## src/rtl/pulse_receiver_pkg.sv

```systemverilog
// ============================================================================
// Module   : pulse_receiver_pkg
// Purpose  : Shared types, register map and bit positions for the pulse
//            receiver peripheral.
// Revision : 1.0 - initial release
// ============================================================================
`default_nettype none

package pulse_receiver_pkg;

  typedef enum logic [1:0] {
    ST_IDLE      = 2'd0,
    ST_ARMED     = 2'd1,
    ST_RECEIVING = 2'd2,
    ST_DONE      = 2'd3
  } state_e;

  localparam logic [5:0] ADDR_CTRL   = 6'h00;
  localparam logic [5:0] ADDR_CONFIG = 6'h04;
  localparam logic [5:0] ADDR_STATUS = 6'h08;

  localparam logic [1:0] ACC_8    = 2'b00;
  localparam logic [1:0] ACC_16   = 2'b01;
  localparam logic [1:0] ACC_32   = 2'b10;
  localparam logic [1:0] ACC_NONE = 2'b11;

  localparam int CTRL_START_BIT   = 7;
  localparam int CTRL_IRQ_EN_LSB  = 8;
  localparam int CTRL_INVERT_BIT  = 11;
  localparam int CTRL_PIN_SEL_LSB = 12;
  localparam int CTRL_TIMEOUT_LSB = 16;

  localparam int FLAG_FRAME_DONE  = 0;
  localparam int FLAG_BUF_FULL    = 1;
  localparam int FLAG_TIMEOUT_SAT = 2;

  localparam int         BUF_WORDS   = 8;
  localparam logic [7:0] BUF_SYMBOLS = 8'd128;
  localparam logic [7:0] DUR_MAX     = 8'hFF;

  // Symbol = {level, long}; long when the period strictly exceeds the level's threshold
  function automatic logic [1:0] classify(input logic       level,
                                          input logic [7:0] dur,
                                          input logic [7:0] thr_low,
                                          input logic [7:0] thr_high);
    return {level, (dur > (level ? thr_high : thr_low))};
  endfunction

endpackage

`default_nettype wire

```

## src/rtl/pulse_receiver_input_conditioner.sv

```systemverilog
// ============================================================================
// Module   : pulse_receiver_input_conditioner
// Purpose  : Selects and optionally inverts one input pin, then produces a
//            registered level and a one-cycle edge pulse.
//            Optional macro: PULSE_RECEIVER_GLITCH_FILTER_EN (4-clock filter).
// Revision : 1.0 - initial release
// ============================================================================
`default_nettype none

module pulse_receiver_input_conditioner (
  input  logic       clk_i,
  input  logic       rst_i,
  input  logic [7:0] pin_i,
  input  logic [2:0] sel_i,
  input  logic       invert_i,
  output logic       level_o,
  output logic       edge_o
);

  logic w_pin;
  logic level_q;
  logic edge_q;

  assign w_pin = pin_i[sel_i] ^ invert_i;

`ifdef PULSE_RECEIVER_GLITCH_FILTER_EN
  logic [1:0] stable_cnt_q;

  // A new level is accepted on its fourth consecutive sample
  always_ff @(posedge clk_i or posedge rst_i) begin
    if (rst_i) begin
      level_q      <= 1'b0;
      edge_q       <= 1'b0;
      stable_cnt_q <= 2'd0;
    end else begin
      edge_q <= 1'b0;
      if (w_pin != level_q) begin
        if (stable_cnt_q == 2'd3) begin
          level_q      <= w_pin;
          edge_q       <= 1'b1;
          stable_cnt_q <= 2'd0;
        end else begin
          stable_cnt_q <= stable_cnt_q + 2'd1;
        end
      end else begin
        stable_cnt_q <= 2'd0;
      end
    end
  end
`else
  always_ff @(posedge clk_i or posedge rst_i) begin
    if (rst_i) begin
      level_q <= 1'b0;
      edge_q  <= 1'b0;
    end else begin
      level_q <= w_pin;
      edge_q  <= w_pin ^ level_q;
    end
  end
`endif

  assign level_o = level_q;
  assign edge_o  = edge_q;

endmodule

`default_nettype wire

```

## src/rtl/tqvp_hx2003_pulse_receiver.sv

```systemverilog
// ============================================================================
// Module   : tqvp_hx2003_pulse_receiver
// Purpose  : TinyQV peripheral decoding a pulse train into 2-bit symbols
//            stored in a 128-symbol buffer, with idle timeout and interrupt.
//            Optional macro: PULSE_RECEIVER_GLITCH_FILTER_EN.
// Revision : 1.0 - initial release
// ============================================================================
`default_nettype none

module tqvp_hx2003_pulse_receiver
  import pulse_receiver_pkg::*;
(
  input  logic        clk,
  input  logic        rst,
  input  logic [7:0]  ui_in,
  output logic [7:0]  uo_out,
  input  logic [5:0]  address,
  input  logic [31:0] data_in,
  input  logic [1:0]  data_write_n,
  input  logic [1:0]  data_read_n,
  output logic [31:0] data_out,
  output logic        data_ready,
  output logic        user_interrupt
);

  state_e      state_q, state_d;
  logic [2:0]  flags_q, flags_d;
  logic        start_q, start_d;
  logic [2:0]  irq_en_q, irq_en_d;
  logic        invert_q, invert_d;
  logic [2:0]  pin_sel_q, pin_sel_d;
  logic [15:0] idle_timeout_q, idle_timeout_d;
  logic [3:0]  prescaler_q, prescaler_d;
  logic [7:0]  thr_low_q, thr_low_d;
  logic [7:0]  thr_high_q, thr_high_d;
  logic [7:0]  sym_count_q, sym_count_d;
  logic [7:0]  duration_q, duration_d;
  logic [7:0]  last_dur_q, last_dur_d;
  logic [15:0] idle_cnt_q, idle_cnt_d;
  logic [15:0] presc_cnt_q, presc_cnt_d;
  logic        level_q, level_d;
  logic [31:0] sym_buf_q [BUF_WORDS];

  logic        w_level;
  logic        w_edge;
  logic        w_tick;
  logic [15:0] w_tick_mask;
  logic        w_wr_ctrl;
  logic        w_wr_cfg;
  logic        w_wide;
  logic        w_full_width;
  logic [2:0]  w_w1c;
  logic [2:0]  w_flag_set;
  logic        w_sym_we;
  logic [1:0]  w_sym_val;
  logic        w_unused;

  pulse_receiver_input_conditioner u_cond (
    .clk_i    (clk),
    .rst_i    (rst),
    .pin_i    (ui_in),
    .sel_i    (pin_sel_q),
    .invert_i (invert_q),
    .level_o  (w_level),
    .edge_o   (w_edge)
  );

  assign w_tick_mask = (16'd1 << prescaler_q) - 16'd1;
  assign w_tick      = (presc_cnt_q & w_tick_mask) == w_tick_mask;

  assign w_wr_ctrl    = (data_write_n != ACC_NONE) && (address == ADDR_CTRL);
  assign w_wr_cfg     = (data_write_n != ACC_NONE) && (address == ADDR_CONFIG);
  assign w_wide       = (data_write_n == ACC_16) || (data_write_n == ACC_32);
  assign w_full_width = (data_write_n == ACC_32);
  assign w_w1c        = w_wr_ctrl ? data_in[2:0] : 3'b000;
  assign w_unused     = ^{data_read_n, data_in[15], data_in[6:3]};

  // Software-visible register file
  always_comb begin
    start_d        = start_q;
    irq_en_d       = irq_en_q;
    invert_d       = invert_q;
    pin_sel_d      = pin_sel_q;
    idle_timeout_d = idle_timeout_q;
    prescaler_d    = prescaler_q;
    thr_low_d      = thr_low_q;
    thr_high_d     = thr_high_q;
    if (w_wr_ctrl) begin
      start_d = data_in[CTRL_START_BIT];
      if (w_wide) begin
        irq_en_d  = data_in[CTRL_IRQ_EN_LSB +: 3];
        invert_d  = data_in[CTRL_INVERT_BIT];
        pin_sel_d = data_in[CTRL_PIN_SEL_LSB +: 3];
      end
      if (w_full_width) idle_timeout_d = data_in[CTRL_TIMEOUT_LSB +: 16];
    end
    if (w_wr_cfg) begin
      prescaler_d = data_in[3:0];
      if (w_wide)       thr_low_d  = data_in[15:8];
      if (w_full_width) thr_high_d = data_in[23:16];
    end
  end

  // Frame state machine and duration datapath
  always_comb begin
    state_d     = state_q;
    sym_count_d = sym_count_q;
    duration_d  = duration_q;
    last_dur_d  = last_dur_q;
    idle_cnt_d  = idle_cnt_q;
    level_d     = level_q;
    presc_cnt_d = start_q ? presc_cnt_q + 16'd1 : 16'd0;
    w_flag_set  = 3'b000;
    w_sym_we    = 1'b0;
    w_sym_val   = 2'b00;

    unique case (state_q)
      ST_IDLE: begin
        sym_count_d = 8'd0;
        duration_d  = 8'd0;
        idle_cnt_d  = 16'd0;
        if (start_d) begin
          state_d = ST_ARMED;
          level_d = w_level;
        end
      end
      ST_ARMED: begin
        if (w_edge) begin
          state_d    = ST_RECEIVING;
          duration_d = 8'd0;
          idle_cnt_d = 16'd0;
          level_d    = w_level;
        end
      end
      ST_RECEIVING: begin
        if (w_tick) begin
          duration_d = (duration_q == DUR_MAX) ? duration_q : duration_q + 8'd1;
          idle_cnt_d = (idle_cnt_q == 16'hFFFF) ? idle_cnt_q : idle_cnt_q + 16'd1;
        end
        if (w_edge || ((idle_timeout_q != 16'd0) && (idle_cnt_q == idle_timeout_q))) begin
          w_sym_we    = 1'b1;
          w_sym_val   = classify(level_q, duration_q, thr_low_q, thr_high_q);
          last_dur_d  = duration_q;
          sym_count_d = sym_count_q + 8'd1;
          if (sym_count_q == BUF_SYMBOLS - 8'd1) begin
            w_flag_set[FLAG_BUF_FULL]   = 1'b1;
            w_flag_set[FLAG_FRAME_DONE] = 1'b1;
            state_d                     = ST_DONE;
          end
        end
        if (w_edge) begin
          duration_d = 8'd0;
          idle_cnt_d = 16'd0;
          level_d    = w_level;
        end else if ((idle_timeout_q != 16'd0) && (idle_cnt_q == idle_timeout_q)) begin
          w_flag_set[FLAG_FRAME_DONE]  = 1'b1;
          w_flag_set[FLAG_TIMEOUT_SAT] = (duration_q == DUR_MAX);
          state_d                      = ST_DONE;
        end
      end
      ST_DONE: begin
      end
      default: state_d = ST_IDLE;
    endcase

    // Dropping start abandons the frame without touching buffer or flags
    if (!start_d) begin
      state_d    = ST_IDLE;
      w_sym_we   = 1'b0;
      w_flag_set = 3'b000;
    end

    flags_d = (flags_q & ~w_w1c) | w_flag_set;
  end

  always_ff @(posedge clk or posedge rst) begin
    if (rst) begin
      state_q        <= ST_IDLE;
      flags_q        <= 3'b000;
      start_q        <= 1'b0;
      irq_en_q       <= 3'b000;
      invert_q       <= 1'b0;
      pin_sel_q      <= 3'd0;
      idle_timeout_q <= 16'd0;
      prescaler_q    <= 4'd0;
      thr_low_q      <= 8'd0;
      thr_high_q     <= 8'd0;
      sym_count_q    <= 8'd0;
      duration_q     <= 8'd0;
      last_dur_q     <= 8'd0;
      idle_cnt_q     <= 16'd0;
      presc_cnt_q    <= 16'd0;
      level_q        <= 1'b0;
    end else begin
      state_q        <= state_d;
      flags_q        <= flags_d;
      start_q        <= start_d;
      irq_en_q       <= irq_en_d;
      invert_q       <= invert_d;
      pin_sel_q      <= pin_sel_d;
      idle_timeout_q <= idle_timeout_d;
      prescaler_q    <= prescaler_d;
      thr_low_q      <= thr_low_d;
      thr_high_q     <= thr_high_d;
      sym_count_q    <= sym_count_d;
      duration_q     <= duration_d;
      last_dur_q     <= last_dur_d;
      idle_cnt_q     <= idle_cnt_d;
      presc_cnt_q    <= presc_cnt_d;
      level_q        <= level_d;
    end
  end

  always_ff @(posedge clk or posedge rst) begin
    if (rst) begin
      for (int i = 0; i < BUF_WORDS; i++) sym_buf_q[i] <= 32'd0;
    end else if (w_sym_we) begin
      sym_buf_q[sym_count_q[6:4]][{sym_count_q[3:0], 1'b0} +: 2] <= w_sym_val;
    end
  end

  always_comb begin
    data_out = 32'd0;
    if (address == ADDR_CTRL) begin
      data_out = {idle_timeout_q, 1'b0, pin_sel_q, invert_q, irq_en_q, start_q, 4'b0000, flags_q};
    end else if (address == ADDR_CONFIG) begin
      data_out = {sym_count_q, thr_high_q, thr_low_q, 4'b0000, prescaler_q};
    end else if (address == ADDR_STATUS) begin
      data_out = {22'd0, state_q, last_dur_q};
    end else if (address[5] && (address[1:0] == 2'b00)) begin
      data_out = sym_buf_q[address[4:2]];
    end
  end

  assign uo_out         = {5'b00000, (state_q == ST_RECEIVING), w_level, 1'b0};
  assign data_ready     = 1'b1;
  assign user_interrupt = |(flags_q & irq_en_q);

endmodule

`default_nettype wire

```

## config.mk

```make
export PLATFORM = sky130hd
export DESIGN_NAME = tqvp_hx2003_pulse_receiver
export DESIGN_NICKNAME = d
export VERILOG_FILES = /design/src/rtl/pulse_receiver_pkg.sv /design/src/rtl/pulse_receiver_input_conditioner.sv /design/src/rtl/tqvp_hx2003_pulse_receiver.sv
export SDC_FILE = /design/constraint.sdc
export NUM_CORES = 1
export LEC_CHECK = 0
export BUFFER_PORTS_ARGS = -buffer_cell sky130_fd_sc_hd__buf_2
export CAP_MARGIN = 0
export CORE_ASPECT_RATIO = 1.4
export CORE_MARGIN = 3
export CORE_UTILIZATION = 60
export CTS_CLUSTER_DIAMETER = 200
export CTS_CLUSTER_SIZE = 40
export DETAILED_ROUTE_END_ITERATION = 7
export HOLD_SLACK_MARGIN = 0.15
export PLACE_DENSITY_LB_ADDON = 0.2
export REMOVE_ABC_BUFFERS = 1
export SETUP_SLACK_MARGIN = 0.3
export SLEW_MARGIN = 20
export SYNTH_ARGS = -nofsm -noshare
export SYNTH_HDL_FRONTEND = slang
export SYNTH_SLANG_ARGS = --single-unit
```

## constraint.sdc

```tcl
create_clock -name clk -period 37.1 [get_ports clk]
set_clock_uncertainty 0.15 [all_clocks]
set_input_delay 7.42 -clock clk [delete_from_list [all_inputs] [get_ports clk]]
set_output_delay 7.42 -clock clk [all_outputs]
set_load 0.005 [all_outputs]
```

==> Yosys cells after proc, flatten, opt, wreduce, memory -nomap -nowiden <==
Index checks and enable logic that the tools add are counted.
{ "totals": {"regBits": 364, "inputBits": 52, "out_inout_bits": 42, "elab_cells": 147} }
{ "classes": {"n_addsub": 6, "n_lt_le_gt_ge": 5, "n_eq_ne": 21, "shifts": 3, "muxes": 51, "bitwise": 9, "reduce_logical": 26} }
{ "op_table": {"columns": ["operator", "n"], "rows": [
  ["bitwise mux 256 bit", 1],
  ["2-to-1 mux 32 bit", 7],
  ["binary-select mux 32 bit (select 3 bit)", 1],
  ["demux 32 bit (select 3 bit)", 1],
  ["2-to-1 mux 16 bit", 5],
  ["2-to-1 mux 8 bit", 6],
  ["one-hot mux 16 bit (3 select lines)", 1],
  ["adder 16 x 1 -> 16 bit (second input constant)", 2],
  ["== test 16 bit", 2],
  ["variable shift 2 x 7 -> 32 bit (first input constant)", 1],
  ["variable part select 2 x 7 -> 32 bit", 1],
  ["one-hot mux 8 bit (3 select lines)", 1],
  ["2-to-1 mux 2 bit", 10],
  ["adder 8 x 1 -> 8 bit (second input constant)", 2],
  ["AND 16 bit", 1],
  ["== test 16 bit (second input constant)", 1],
  ["one-hot mux 8 bit (2 select lines)", 1],
  ["nonzero test 16 bit", 1],
  ["left shift 1 x 4 -> 16 bit (first input constant)", 1],
  ["subtractor 16 x 1 -> 16 bit (second input constant)", 1],
  ["AND reduction 2 bit", 7],
  ["2-to-1 mux 1 bit", 11],
  ["2-to-1 mux 3 bit", 3],
  ["!= test 3 x 2 -> 1 bit (second input constant)", 3],
  ["other kinds (33)", 50]
]} }

==> Logic depth before layout (Yosys ltp) <==
Gate-level depths: netlist of run 1.
{ "logic_depth": {"depth_word": 9, "ltp_mapped": 13, "mapped_depth_nobuf": 10} }

==> Modules after synthesis <==
Synthesis of run 1 repeated with hierarchy kept, for this count alone.
{ "unflattened": {"cells_unflattened": 1760, "hier_area_um2": 18973.2} }
{ "by_module_without_submodules": {"columns": ["mod", "n_inst", "cells_per_inst", "area_each_um2", "seq_area_each_um2"], "rows": [
  ["tqvp_hx2003_pulse_receiver", 1, 1748, 18825.6, 9033.7],
  ["pulse_receiver_input_conditioner", 1, 12, 147.6, 50.0]
]} }

==> Least setup slack after synthesis of run 1 <==
OpenSTA, ideal clock, no wires.
{ "synth_timing": {"path_kind": "input to output", "from": "input port address[2]", "to": "output port data_out[0]", "arrival_ns": 9.049, "required_ns": 29.530, "setup_slack_ns": 20.481, "cell_stages": 6, "path_buffers": 3, "path_cell_list": "buf_2 -> buf_2 -> clkbuf_1 -> nor3_1 -> a221oi_1 -> a21oi_1"} }
{ "synth_via": {"elab_chain_cells": 8, "elab_cells_between_ends": 11, "classes_between": "2 x eq/ne; 7 x mux; 1 x bitwise; 1 x reduce/logical"} }
{ "synth_rtl": {"columns": ["element", "line", "text"], "rows": [
  ["start, declared", "tqvp_hx2003_pulse_receiver.sv:17", "input logic [5:0] address,"],
  ["NOT 3 -> 4 bit (not written as such)", "tqvp_hx2003_pulse_receiver.sv:231", "data_out = sym_buf_q[address[4:2]];"],
  ["binary-select mux 32 bit (select 3 bit)", "tqvp_hx2003_pulse_receiver.sv:231", null],
  ["2-to-1 mux 32 bit (not written as such) (2 in series)", "tqvp_hx2003_pulse_receiver.sv:231", null],
  ["2-to-1 mux 32 bit", "tqvp_hx2003_pulse_receiver.sv:230", "end else if (address[5] && (address[1:0] == 2'b00)) begin"],
  ["2-to-1 mux 32 bit", "tqvp_hx2003_pulse_receiver.sv:228", "end else if (address == ADDR_STATUS) begin"],
  ["2-to-1 mux 32 bit", "tqvp_hx2003_pulse_receiver.sv:226", "end else if (address == ADDR_CONFIG) begin"],
  ["2-to-1 mux 32 bit *", "tqvp_hx2003_pulse_receiver.sv:224", "if (address == ADDR_CTRL) begin"],
  ["end, declared", "tqvp_hx2003_pulse_receiver.sv:21", "output logic [31:0] data_out,"]
]} }
Mark *: on every way between the ends. The rest lies on a longest branch, timed or not. The select of a mux whose other input is x is not followed.

==> Final worst setup path of run 1 <==
{ "layout_timing": {"from": "input port address[2]", "to": "output port data_out[22]"} }
The elaborated chain is that of the path after synthesis.

==> results by group, run 1 <==
Power and ir drop
  – Psw: 0.203 mW
  – Clock power share: 0.265
  – Reg power frac: 0.595
  – Combinational power share: 0.140
  – Switching part of the total: 0.288
  – Max VDD drop: 43.7 uV
  – Power Internal: 0.501 mW
  – Pleak: 9.50 nW
  – Pwr Density: 34.3 mW/mm2

Finish
  – ANT cells: 0
  – Area Overhead vs Synth: 5.64%
  – Non-Filler Instances: 1978
  – Nets: 1658
  – Layout cells sized above 1: 0.354

Route
  – Wire per inst: 24.8 um
  – DRC: 0
  – Via density: 6.63
  – Drt initial violations: 953
  – Via count: 13.1k
  – Routed WL: 49000 um
  – DRT Pass-1 Iters: 5
  – DRT antenna net count: 0

Worst setup path
  – WP data arrival: 10.33 ns
  – Slowest stage delay, CP: 0.86 ns
  – CP Class: primary input to output port
  – CP max-delay cell: buf_4
  – FF-to-FF setup slack: 33.15 ns
  – CP Launch Type: primary input
  – Worst-path maximum fanout: 48
  – Critical path required time: 29.53 ns
  – Worst r2r src: idle_timeout_q[3]$_DFFE_PP0P_
  – Crit path cell chain: buf_4, buf_4, mux4_2, mux2i_1, o21ai_0, o21a_1, buf_2
  – Worst reg2reg path depth: 10
  – Most frequent CP cell: buf_4
  – FF-to-FF End: sym_buf_q[174]$_DFFE_PP0P_
  – CP Capture Type: output port

Global route
  – Grt ovf: 0
  – Initial antenna violation count: 2
  – Largest net degree at the start of global routing: 194
  – First-pass GRT wire length: 76800 um
  – Total GRT Usage: 0.284
  – Vias in the first global route: 13.5k

Clock network
  – Root buf cell: clkbuf_16
  – Num CTS Buffers: 13
  – Clk Latency, worst-skew pair: 0.53 ns
  – CTS tree: yes
  – # resized after CTS: 0
  – Max Root-Sink Buffers: 3
  – Post-CTS Hold Buffers: 0
  – Worst-path clk slew: 0.14 ns
  – CTS sink cnt: 363
  – H-Tree Depth: 1
  – Postcts setup bufs: 0

Min path
  – Hold Crit Endpoint: last_dur_q[4]$_DFFE_PP0P_
  – Beginning of the worst hold path: last_dur_q[4]$_DFFE_PP0P_
  – Worst min path class: flip-flop to flip-flop
  – Cells on Worst Hold Path: 2

STA
  – Fin. max-slew vios: 0
  – Hold Vio Cnt, Final: 0
  – Setup Viol. Count Final: 0
  – Post-Route Setup TNS: 0 ns
  – Slew at the pin closest to its max-slew limit: 1.11 ns
  – Tcrit/Tclk final: 0.482
  – Min Hold Slack: 0.360 ns
  – Max-slew headroom: 0.259
  – Fin crit period: 17.90 ns
  – Fmax: 0.0559 GHz
  – RSZ-0062 raised after global routing: no

Yosys
  – YS warnings: 0
  – Area contributors post-synth: dfrtp_1 47%, mux2_2 17%, mux4_2 7.6%
  – Top cell type's share of synthesized area: 0.467
  – Synth unique cells: 71
  – Post-Synthesis Cells: 1569
  – Post-Syn Area: 0.0194 mm2
  – Post-synthesis register bit count: 363
  – Synth area leader: dfrtp_1
  – Mean Syn Cell Area: 12.4 um2
  – Register area share after synthesis: 0.467
  – Post-synth EDFFs: 0
  – FFs w/ async S/R, synth: 1.00
  – Top_reg_cell synth: dfrtp_1

Run
  – Max-Cap Viols: 0

Floorplanning
  – Die W: 158 um
  – Top-Level Pins: 94
  – FP Rows: 77
  – Core Area: 0.0318 mm2
  – Die Y-Extent: 219 um
  – Starting density of the core: 0.612
  – Total die area: 0.0346 mm2

Outcome
  – Run status: finished, final reports clean

Place
  – Placer congestion estimate: 0.873
  – DPL Wire Length: 33900 um
  – IO buf count: 81
  – Post-Place Cells: 1963
[logic make-up (layout without fill, tap and decap cells)]
family                     Yosys count  count (layout)  synth area share
adders and majority gates           22              22            0.0142
and+or+nand+nor                    409             409             0.134
AOI/OAI and AO/OA                  191             191            0.0636
buffers and inverters              137             146            0.0318
xor gates and xnor gates            29              29            0.0131
other                                2               7          0.000386
muxes                              416             416             0.276
DFF                                363             363             0.467
[flip-flops by register name, summed over array words and instances (netlist names)]
signal,cells
prescaler_q,4
presc_cnt_q,15
duration_q,8
irq_en_q,3
flags_q,3
thr_high_q,8
u_cond.level_o,1
invert_q,1
sym_count_q,8
start_q,1
sym_buf_q,256
thr_low_q,8
level_q,1
u_cond.edge_o,1
pin_sel_q,3
idle_timeout_q,16
state_q,2
last_dur_q,8
idle_cnt_q,16
[cell type report]
cell class,count,area [um2]
Tap cell,395,494
Fill cell,2467,11200
Timing Repair Buffer,115,696
Clock buffer,13,325
Sequential cell,363,9080
Clock inverter,1,30.0
Inverter,17,71.3
Multi-Input combinational cell,1074,9850
[Yosys cell counts (13+ instances only)]
| library cell | instances |
|---|---|
| nand2b_1 | 13 |
| o21a_1 | 22 |
| nand2_1 | 101 |
| ha_1 | 22 |
| and3_1 | 14 |
| o21ai_0 | 75 |
| nor2_1 | 59 |
| dfrtp_1 | 363 |
| nand4_1 | 29 |
| buf_2 | 24 |
| mux4_2 | 66 |
| buf_4 | 16 |
| a21oi_1 | 22 |
| nand3_1 | 29 |
| xnor2_1 | 18 |
| mux2i_1 | 46 |
| mux2_2 | 288 |
| inv_1 | 16 |
| and2_1 | 25 |
| mux2_1 | 16 |
| clkbuf_1 | 67 |
| nor4_2 | 45 |
| nor3_1 | 29 |
[stage by stage]
stage                      util  total power [mW]  setup slack, ns  instance area [um2]
after global placement    0.634             0.521            19.20                20200
final                     0.646             0.704            19.20                20500
after floorplan               -             0.482            19.45                18900
after detailed placement  0.634             0.524            19.19                20200
after CTS                 0.645             0.708            19.18                20500
after global routing      0.646             0.733            19.00                20500
[layer usage]
metal,GRT usage,part of all wire,up-vias
li1,-,-,5806
met1,0.367,0.40,6830
met2,0.491,0.51,383
met3,0.0280,0.045,101
met4,0.116,0.042,4
met5,0,0.00055,-
[placed cells by master (no fill, tap or decap), types with 6 or more instances in the layout]
cell type,Yosys,final
dfrtp_1,363,363
mux2_2,288,288
nand2_1,101,101
buf_2,24,80
o21ai_0,75,75
mux4_2,66,66
nor2_1,59,58
nor4_2,45,45
mux2i_1,46,45
buf_4,16,33
nor3_1,29,29
nand4_1,29,29
nand3_1,29,29
and2_1,25,25
o21a_1,22,22
ha_1,22,22
a21oi_1,22,21
xnor2_1,18,18
mux2_1,16,16
inv_1,16,15
and3_1,14,14
nor4_4,11,13
nand2b_1,13,13
clkbuf_16,0,13
o22a_1,12,12
xor2_1,11,11
a31oi_1,10,10
nor4_1,11,9
nor4b_1,9,9
nor2b_1,7,7
conb_1,2,7
a221oi_1,6,6
[power groups by stage]
stage	clock network, mW	logic, mW	registers [mW]
finish	0.187	0.0984	0.419
CTS	0.191	0.0978	0.419
global route	0.205	0.107	0.421
detailed placement	0	0.0977	0.426
floorplan	0	0.0614	0.420
global placement	0	0.0953	0.426
[worst max path at each step]
stage | startpoint | end | slack (ns) | cells past startpoint
global route | address[2] | data_out[8] | 19.00 | 7
floorplan | rst | duration_q[0]$_DFFE_PP0P_ | 19.45 | 1
finish | address[2] | data_out[22] | 19.20 | 7
CTS | address[2] | data_out[0] | 19.18 | 7
detailed placement | address[2] | data_out[0] | 19.19 | 7
global placement | address[2] | data_out[8] | 19.20 | 7
[critical path: cells and delay by family]
kind | cells | cell delay (ns)
multiplexers | 2 | 1.10
AO/OA/AOI/OAI | 2 | 0.33
buffers and inverters | 3 | 1.43
(Power assumes the default switching activity.)
==> inputs of run 2 (changes only) <==
- CORE_UTILIZATION: 60 -> 56
- clock period: 37.1 -> 14.43 ns (I/O delays scaled with it)
==> results by group, run 2 (synthesized netlist as in run 1, its figures left out) <==
STA
  – Hold Vio Cnt, Final: 0 (unchanged)
  – RSZ-0062 raised after global routing: no (unchanged)
  – Post-Route Setup TNS: 0 ns (unchanged)
  – Fmax: 0.112 GHz
  – Min Hold Slack: 0.346 ns (was 0.360 ns)
  – Slew at the pin closest to its max-slew limit: 1.19 ns (was 1.11 ns)
  – Tcrit/Tclk final: 0.616
  – Max-slew headroom: 0.209 (was 0.259)
  – Post-layout worst setup margin: 5.54 ns (was 19.20 ns)
  – Fin crit period: 8.89 ns
  – Fin. max-slew vios: 0 (unchanged)
  – Setup Viol. Count Final: 0 (unchanged)

Route
  – DRC: 0 (unchanged)
  – Drt initial violations: 1061 (was 953)
  – Via count: 13.0k (was 13.1k)
  – Wire per inst: 23.9 um (was 24.8 um)
  – DRT Pass-1 Iters: 5 (unchanged)
  – Via density: 6.38 (was 6.63)
  – Routed WL: 48700 um (was 49000 um)
  – DRT antenna net count: 0 (unchanged)

Floorplanning
  – Die W: 164 um (was 158 um)
  – Die Y-Extent: 227 um (was 219 um)
  – FP Rows: 80 (was 77)
  – Core Area: 0.0341 mm2 (was 0.0318 mm2)
  – Top-Level Pins: 94 (unchanged)
  – Total die area: 0.0370 mm2 (was 0.0346 mm2)
  – Starting density of the core: 0.570 (was 0.612)

Run
  – Max-Cap Viols: 0 (unchanged)

Clock network
  – Num CTS Buffers: 13 (unchanged)
  – Postcts setup bufs: 0 (unchanged)
  – # resized after CTS: 0 (unchanged)
  – Worst-path clk slew: 0.15 ns (was 0.14 ns)
  – Post-CTS Hold Buffers: 0 (unchanged)
  – CTS tree: yes (unchanged)
  – H-Tree Depth: 1 (unchanged)
  – Max Root-Sink Buffers: 3 (unchanged)
  – Root buf cell: clkbuf_16 (unchanged)
  – Clk Latency, worst-skew pair: 0.54 ns (was 0.53 ns)
  – CTS sink cnt: 363 (unchanged)

Finish
  – Largest regs: sym_buf_q (256), idle_cnt_q (16), idle_timeout_q (16) (unchanged)
  – Non-Filler Instances: 2035 (was 1978)
  – Area Overhead vs Synth: 5.91% (was 5.64%)
  – Layout cells sized above 1: 0.354 (about the same)
  – Util after Layout: 0.603 (was 0.646)
  – Max reg flops: 256 (unchanged)
  – Commonest non-fill, non-tap cell in the layout: dfrtp_1 (unchanged)
  – Post-route cell area: 0.0206 mm2 (was 0.0205 mm2)
  – ANT cells: 0 (unchanged)
  – Largest reg by FF count: sym_buf_q (unchanged)
  – Commonest non-fill, non-tap cells in the layout: 363 x dfrtp_1, 288 x mux2_2, 101 x nand2_1 (unchanged)
  – Nets: 1659 (was 1658)
  – Fillcell total: 2779 (was 2467)

Power and ir drop
  – Total power: 1.81 mW (was 0.704 mW)
  – Pwr Density: 87.9 mW/mm2 (was 34.3 mW/mm2)
  – Pleak: 9.50 nW (about the same)
  – Max VDD drop: 92.3 uV (was 43.7 uV)

Worst setup path
  – FF-to-FF setup slack: 10.59 ns (was 33.15 ns)
  – Critical path required time: 11.39 ns (was 29.53 ns)
  – Worst reg2reg path depth: 8 (was 10)
  – Most frequent CP cell: buf_4 (unchanged)
  – CP max-delay cell: buf_4 (unchanged)
  – FF-to-FF End: idle_cnt_q[13]$_DFFE_PP0P_ (was sym_buf_q[174]$_DFFE_PP0P_)
  – CP Capture Type: output port (unchanged)
  – CP Launch Type: primary input (unchanged)
  – Worst Setup SP: address[2] (unchanged)
  – CP Depth: 8 (was 7)
  – Slowest stage delay, CP: 0.65 ns (was 0.86 ns)
  – WP data arrival: 5.85 ns (was 10.33 ns)
  – Crit path cell chain: buf_4, buf_4, buf_4, mux4_2, mux2_2, a221oi_1, a21oi_1, buf_2 (was buf_4, buf_4, mux4_2, mux2i_1, o21ai_0, o21a_1, buf_2)
  – Worst-path maximum fanout: 34 (was 48)
  – CP Class: primary input to output port (unchanged)
  – CP endpoint: data_out[1] (was data_out[22])
  – Cell family with most CP delay: buffers and inverters (unchanged)
  – Worst r2r src: state_q[0]$_DFFE_PP0P_ (was idle_timeout_q[3]$_DFFE_PP0P_)
  – Bufs and invs on worst path: 4 (was 3)

Place
  – DPL Wire Length: 33700 um (was 33900 um)
  – Place WS: 5.47 ns (was 19.19 ns)
  – Placer congestion estimate: 0.882 (was 0.873)
  – Post-Place Cells: 2020 (was 1963)
  – IO buf count: 81 (unchanged)
  – Dpl cell area: 0.0202 mm2 (about the same)

Global route
  – Total GRT Usage: 0.263 (was 0.284)
  – Initial antenna violation count: 1 (was 2)
  – Grt ovf: 0 (unchanged)
  – First-pass GRT wire length: 76300 um (was 76800 um)
  – Vias in the first global route: 13.5k (about the same)
  – Largest net degree at the start of global routing: 129 (was 194)

Outcome
  – Run status: finished, final reports clean (unchanged)

Min path
  – Worst min path class: flip-flop to flip-flop (unchanged)
  – Cells on Worst Hold Path: 1 (was 2)
run 2: worst min-delay path by stage:
stage,slack (ns),startpoint,endpoint
final,0.35,presc_cnt_q[0]$_DFF_PP0_,presc_cnt_q[0]$_DFF_PP0_
after global routing,0.36,presc_cnt_q[0]$_DFF_PP0_,presc_cnt_q[0]$_DFF_PP0_
after CTS,0.35,presc_cnt_q[0]$_DFF_PP0_,presc_cnt_q[0]$_DFF_PP0_
after detailed placement,0.31,last_dur_q[5]$_DFFE_PP0P_,last_dur_q[5]$_DFFE_PP0P_
after global placement,0.31,last_dur_q[5]$_DFFE_PP0P_,last_dur_q[5]$_DFFE_PP0P_
after floorplan,0.30,last_dur_q[7]$_DFFE_PP0P_,last_dur_q[7]$_DFFE_PP0P_
run 2: layer usage:
layer / global-route usage / wire length, um / vias up
met5: 0 / 0 / -
met4: 0.0805 / 1480 / 0
met3: 0.0267 / 2030 / 82
met2: 0.479 / 25700 / 339
met1: 0.332 / 19500 / 6761
li1: - / - / 5807
run 2: power breakdown:
group	internal (mW)	total, mW	switching (mW)
Sequential	1.04	1.08	0.0435
Combinational	0.0828	0.249	0.166
Clock	0.169	0.481	0.312
Total	1.29	1.81	0.522
run 2: area by class of cell:
cell class / count / area [um2] / area share
timing repair buffer: 116 / 687 / 0.0333
multi-input combinational: 1074 / 9840 / 0.478
clock buffer: 13 / 325 / 0.0158
sequential: 363 / 9080 / 0.441
clock inverter: 1 / 30.0 / 0.00146
tap: 451 / 564 / 0.0274
inverter: 17 / 71.3 / 0.00346
